**config.mk**
```make
export PLATFORM = sky130hd
export DESIGN_NAME = utim_comparator_array
export DESIGN_NICKNAME = d
export VERILOG_FILES = /design/src/rtl/utim_comparator_array.sv
export SDC_FILE = /design/constraint.sdc
export NUM_CORES = 2
export LEC_CHECK = 0
export CAP_MARGIN = 40
export CORE_MARGIN = 3
export CORE_UTILIZATION = 50
export DETAILED_ROUTE_END_ITERATION = 10
export GPL_ROUTABILITY_DRIVEN = 0
export GPL_TIMING_DRIVEN = 0
export MAX_ROUTING_LAYER = met4
export PLACE_DENSITY = 0.7
export SLEW_MARGIN = 10
export SYNTH_ARGS = -nofsm -noshare
export SYNTH_HDL_FRONTEND = slang
export SYNTH_SLANG_ARGS = --single-unit
```
**constraint.sdc**
```tcl
create_clock -name iCLOCK -period 3.5 [get_ports iCLOCK]
set_input_delay 0.525 -clock iCLOCK [delete_from_list [all_inputs] [get_ports iCLOCK]]
set_output_delay 0.525 -clock iCLOCK [all_outputs]
set_load 0.01 [all_outputs]
```
**src/rtl/utim_comparator_array.sv**
```systemverilog
// utim_comparator_array
// Bank of P_CH compare/match channels watching the shared main counter.
// Each channel holds a reload interval (ini) and a live compare value (cmp).
// A match either advances cmp by ini (periodic) or disables the channel
// (one-shot). Matches with IRQ enabled set a sticky pending flag that only
// an acknowledge, a count write or an IRQ-disabling config write clears.
//
// Strobe semantics: iCONF_WRITE, iCOUNT_WRITE and iIRQ_ACK are single-cycle
// qualifiers sampled on the rising edge of iCLOCK. The block is always ready,
// so there is no backpressure, and a strobe that targets a channel index
// >= P_CH has no effect.
module utim_comparator_array #(
    parameter int P_CH    = 4,
    parameter int P_WIDTH = 64,
    parameter int P_CHW   = 2
)(
    input  logic               iCLOCK,
    input  logic               inRESET,
    input  logic               iMTIMER_WORKING,
    input  logic [P_WIDTH-1:0] iMTIMER_COUNT,
    input  logic               iCONF_WRITE,
    input  logic [P_CHW-1:0]   iCONF_CH,
    input  logic               iCONF_ENA,
    input  logic               iCONF_IRQENA,
    input  logic               iCONF_FULLMODE,
    input  logic               iCONF_PERIODIC,
    input  logic               iCOUNT_WRITE,
    input  logic [P_CHW-1:0]   iCOUNT_CH,
    input  logic [1:0]         inCOUNT_DQM,
    input  logic [P_WIDTH-1:0] iCOUNT_COUNTER,
    input  logic               iIRQ_ACK,
    input  logic [P_CH-1:0]    iIRQ_ACK_MASK,
    output logic [P_CH-1:0]    oIRQ,
    output logic               oIRQ_ANY
);
    localparam int HALF = P_WIDTH / 2;

    // Architectural state
    logic [P_CH-1:0]    ena;
    logic [P_CH-1:0]    irqEna;
    logic [P_CH-1:0]    fullMode;
    logic [P_CH-1:0]    periodic;
    logic [P_WIDTH-1:0] ini [P_CH];
    logic [P_WIDTH-1:0] cmp [P_CH];
    logic [P_CH-1:0]    pending;
    logic               irqAny;

    // Combinational helpers
    logic [P_CH-1:0]    confSel;
    logic [P_CH-1:0]    countSel;
    logic [P_CH-1:0]    iniNonZero;
    logic [P_CH-1:0]    cmpEqual;
    logic [P_CH-1:0]    match;
    logic [P_CH-1:0]    enaNext;
    logic [P_CH-1:0]    irqEnaNext;
    logic [P_CH-1:0]    fullModeNext;
    logic [P_CH-1:0]    periodicNext;
    logic [P_CH-1:0]    pendingNext;
    logic [P_WIDTH-1:0] iniNext [P_CH];
    logic [P_WIDTH-1:0] cmpNext [P_CH];

    // Decode write strobes into per-channel selects; out-of-range indices select nothing.
    always_comb begin
        confSel  = '0;
        countSel = '0;
        for (int k = 0; k < P_CH; k++) begin
            confSel[k]  = iCONF_WRITE  && (int'(iCONF_CH)  == k);
            countSel[k] = iCOUNT_WRITE && (int'(iCOUNT_CH) == k);
        end
    end

    // Match detection from current-cycle state only; half mode ignores the high half entirely.
    always_comb begin
        iniNonZero = '0;
        cmpEqual   = '0;
        match      = '0;
        for (int k = 0; k < P_CH; k++) begin
            if (fullMode[k]) begin
                iniNonZero[k] = (ini[k] != '0);
                cmpEqual[k]   = (cmp[k] == iMTIMER_COUNT);
            end else begin
                iniNonZero[k] = (ini[k][HALF-1:0] != '0);
                cmpEqual[k]   = (cmp[k][HALF-1:0] == iMTIMER_COUNT[HALF-1:0]);
            end
            match[k] = ena[k] & iMTIMER_WORKING & iniNonZero[k] & cmpEqual[k];
        end
    end

    // Next-state: match side effects first, then host writes override, pending set wins over clears.
    always_comb begin
        enaNext      = ena;
        irqEnaNext   = irqEna;
        fullModeNext = fullMode;
        periodicNext = periodic;
        pendingNext  = pending;
        for (int k = 0; k < P_CH; k++) begin
            iniNext[k] = ini[k];
            cmpNext[k] = cmp[k];

            // A count write in the same cycle suppresses reload/disable for that channel.
            if (match[k] && !countSel[k]) begin
                if (periodic[k]) begin
                    // Full-width add so the low half carries into the high half in both modes.
                    cmpNext[k] = cmp[k] + ini[k];
                end else begin
                    enaNext[k] = 1'b0;
                end
            end

            if (confSel[k]) begin
                enaNext[k]      = iCONF_ENA;
                irqEnaNext[k]   = iCONF_IRQENA;
                fullModeNext[k] = iCONF_FULLMODE;
                periodicNext[k] = iCONF_PERIODIC;
            end

            if (countSel[k]) begin
                // Unmasked half loads both ini and cmp; masked half re-arms cmp from current ini.
                if (!inCOUNT_DQM[0]) begin
                    iniNext[k][HALF-1:0] = iCOUNT_COUNTER[HALF-1:0];
                    cmpNext[k][HALF-1:0] = iCOUNT_COUNTER[HALF-1:0];
                end else begin
                    cmpNext[k][HALF-1:0] = ini[k][HALF-1:0];
                end
                if (!inCOUNT_DQM[1]) begin
                    iniNext[k][P_WIDTH-1:HALF] = iCOUNT_COUNTER[P_WIDTH-1:HALF];
                    cmpNext[k][P_WIDTH-1:HALF] = iCOUNT_COUNTER[P_WIDTH-1:HALF];
                end else begin
                    cmpNext[k][P_WIDTH-1:HALF] = ini[k][P_WIDTH-1:HALF];
                end
            end

            if (countSel[k] || (confSel[k] && !iCONF_IRQENA) ||
                (iIRQ_ACK && iIRQ_ACK_MASK[k])) begin
                pendingNext[k] = 1'b0;
            end
            if (match[k] && irqEna[k]) begin
                pendingNext[k] = 1'b1;
            end
        end
    end

    // State register with synchronous active-low reset.
    always_ff @(posedge iCLOCK) begin
        if (!inRESET) begin
            ena      <= '0;
            irqEna   <= '0;
            fullMode <= '0;
            periodic <= '0;
            pending  <= '0;
            irqAny   <= 1'b0;
            for (int k = 0; k < P_CH; k++) begin
                ini[k] <= '0;
                cmp[k] <= '0;
            end
        end else begin
            ena      <= enaNext;
            irqEna   <= irqEnaNext;
            fullMode <= fullModeNext;
            periodic <= periodicNext;
            pending  <= pendingNext;
            irqAny   <= |pendingNext;
            for (int k = 0; k < P_CH; k++) begin
                ini[k] <= iniNext[k];
                cmp[k] <= cmpNext[k];
            end
        end
    end

    assign oIRQ     = pending;
    assign oIRQ_ANY = irqAny;

endmodule
```
==> metrics <==
DP HPWL=159 mm; global-route wire length before repair=283 mm; area grow syn2layout=17.0%; Clock Tree Buf Depth=3; initial antenna violation count=6; pin count of the biggest net entering global routing=16; period utilization=105%; Max Clock Freq=~270 MHz; die span in x=between 200 and 300 µm; critical path type=in -> reg; share of layout cells above drive strength 1=8.33%; worst setup margin=-0.174 ns; final setup vio count=57; Core ar.=just under 0.08 mm²; number of synthesized flops with an enable pin=0; wire per inst=29.2 µm; vias in the first global route=43.5k; Sink Count=533; GR met1 Demand/Resource=54.7%; routed vias/inst=6.87; via count=47.1k; RSZ-0062 raised after global routing=yes; Avg Inst Size Synth=7.40 µm²; Final nets=6154; Req. time, crit path=about 4 ns; Critical Path Fanout Max=10; CTS Root Cell=clkbuf_16; Max Clock Skew=around 0.033 ns; GRT Resource Usage Total=45.9%; fill count=7365; DR iter-0 viols=7923; status=finished, violations left; FF+latch count, synth=around 530; Die Area=0.0842 mm²; post-synth cell types=94; clk slew on worst S/H paths=roughly 0.07 ns; Cells after Synth=5460; DR DRC count=0; final hold viol count=0; synthesized area=0.0404 mm²; non-filler instance count after layout=approximately 6.9k; ys flop type=dfxtp_1; die height=290 µm; clk_lat worst skew=0.66 ns; WL final=~200 mm; PD cells=350 mW/mm²; initial core utilization=50.8%; CP arrival=4.20 ns; failing checks=negative setup slack; number of max-cap violations=0; syn_nets=between 5k and 6k; CTS buffer count=59; post-route ant nets=0; Slew @ Worst Pin=1.08 ns; relative slew slack=28.2%; htree depth=2; Ports=approximately 150; startpoint types=input port; routing usage on met2=62.8%; TritonCTS clock tree=built; ys async rst share=0%; met3 usage=18.3%; Port-buffer cells=about 150; global route overflow=0; CP endpoint kind=flop; yosys warns=0; Worst VDD drop=around 340 µV; max-slew violation count=0; Most Crowded Layer GR=met2; Finished Core Util=59.4%; Inst Count DP=6702; Hold Crit Class=in -> reg; 1st-pass router iterations=11; leakage power=0.0186 µW; minimum clock period=3.67 ns; register area share after synthesis=26.4%; num rows=103
-- cells by family after synthesis --
| group | share of synthesized area, % |
|---|---|
| AND/OR/NAND/NOR | 22.2 |
| AO/OA/AOI/OAI | 27.9 |
| flip-flops | 26.4 |
| XOR/XNOR | 10.0 |
| buffers and inverters | 3.86 |
| adder cells (fa/ha/maj) | 8.00 |
| multiplexers | 1.63 |
-- cell type report --
cell class,instances,area [µm²],share of cell area (%)
Tap cell,1050,1310,2.78
Antenna cell,10,25.0,0.0529
Clock buffer,81,1710,3.62
Clock inverter,27,390,0.826
Sequential cell,533,10700,22.7
Inverter,68,255,0.540
Buffer,317,1290,2.72
Timing Repair Buffer,244,2320,4.92
Multi-Input combinational cell,4527,29300,61.9
-- registers in the layout, indices dropped and copies added (netlist names) --
register	flops
irqEna	4
oIRQ	4
periodic	4
ini	256
cmp	256
ena	4
fullMode	4
oIRQ_ANY	1
-- placed cells by master, fill, tap and decap left out, types with 82 or more instances in the layout --
master / Yosys / final
nand2_1: 911 / 908
ha_1: 252 / 226
nand4_1: 118 / 118
nor4_1: 136 / 129
a21oi_1: 758 / 744
nor2_1: 341 / 337
nand3_1: 95 / 95
o21ai_0: 212 / 199
a21o_1: 136 / 136
nor3_1: 109 / 103
a211oi_1: 309 / 297
xnor2_1: 156 / 149
clkdlybuf4s50_1: 0 / 82
dfxtp_1: 533 / 512
xor2_1: 307 / 307
clkbuf_1: 306 / 275
-- where the power goes --
group	internal (µW)	switching [µW]	total [µW]
combinational	955	2090	3050
sequential	6280	287	6570
clock	4070	2880	6950
total	11300	5260	16600
-- metrics by stage --
step                setup TNS, ns  cell area [µm²]  power [µW]  hold WS, ns  setup WS, ns
global placement          -328.12            43200        9360        0.444         -2.06
CTS                        -0.144            46400       16200        0.283       -0.0489
detailed placement        -277.08            43700        9440        0.457         -2.03
global route               -0.671            47300       16800        0.341        -0.123
floorplan                       0            40400        8120        0.436        0.0125
finish                      -3.37            47300       16600        0.290        -0.174
-- worst paths after layout --
| check | from | to | slack (ns) | depth (start not counted) |
|---|---|---|---|---|
| setup / recovery | iMTIMER_COUNT[37] | cmp[0][44]$_SDFFE_PN0P_ | -0.17 | 11 |
| hold / removal | iCONF_IRQENA | irqEna[0]$_SDFFE_PN0P_ | 0.29 | 3 |
| setup reg to reg | ini[0][2]$_SDFFE_PN0P_ | cmp[0][63]$_SDFFE_PN0P_ | -0.07 | 13 |
| hold reg to reg | irqEna[0]$_SDFFE_PN0P_ | irqEna[0]$_SDFFE_PN0P_ | 0.49 | 2 |
-- layer usage --
| metal | vias up | routed length, µm |
|---|---|---|
| met5 | - | 0 |
| met3 | 1125 | 33500 |
| met1 | 21648 | 70500 |
| li1 | 20487 | - |
| met4 | 0 | 18200 |
| met2 | 3814 | 77800 |
-- cell usage after synthesis, drive strengths merged, types with 96 or more instances --
cell      n  area (µm²)
a211oi  310        2330
a21o    136        1020
a21oi   760        3810
clkbuf  307        1150
dfxtp   533       10700
ha      252        3150
nand2   911        3420
nand3    96         493
nand4   118         738
nor2    341        1280
nor3    110         556
nor4    136         851
o21ai   227        1140
xnor2   156        1370
xor2    307        2690
-- timing repair --
| item | in CTS | in global routing |
|---|---|---|
| hold buffers | 0 | 0 |
| pin swaps | 34 | 43 |
| resized for setup | 193 | 193 |
| endpoints found under the setup margin | 252 | 213 |
| buffers inserted | 19 | 24 |
-- worst max-delay path: stages --
cell           delay [ns]
dlygate4sd2_1        0.62
xor2_1               0.20
nor4_1               0.60
nand4_1              0.16
o21ai_0              0.41
nand4_1              0.17
clkbuf_1             0.35
nor2_1               0.38
buf_4                0.27
clkbuf_2             0.36
a21oi_1              0.12
Power figures use the tool's default switching activity.
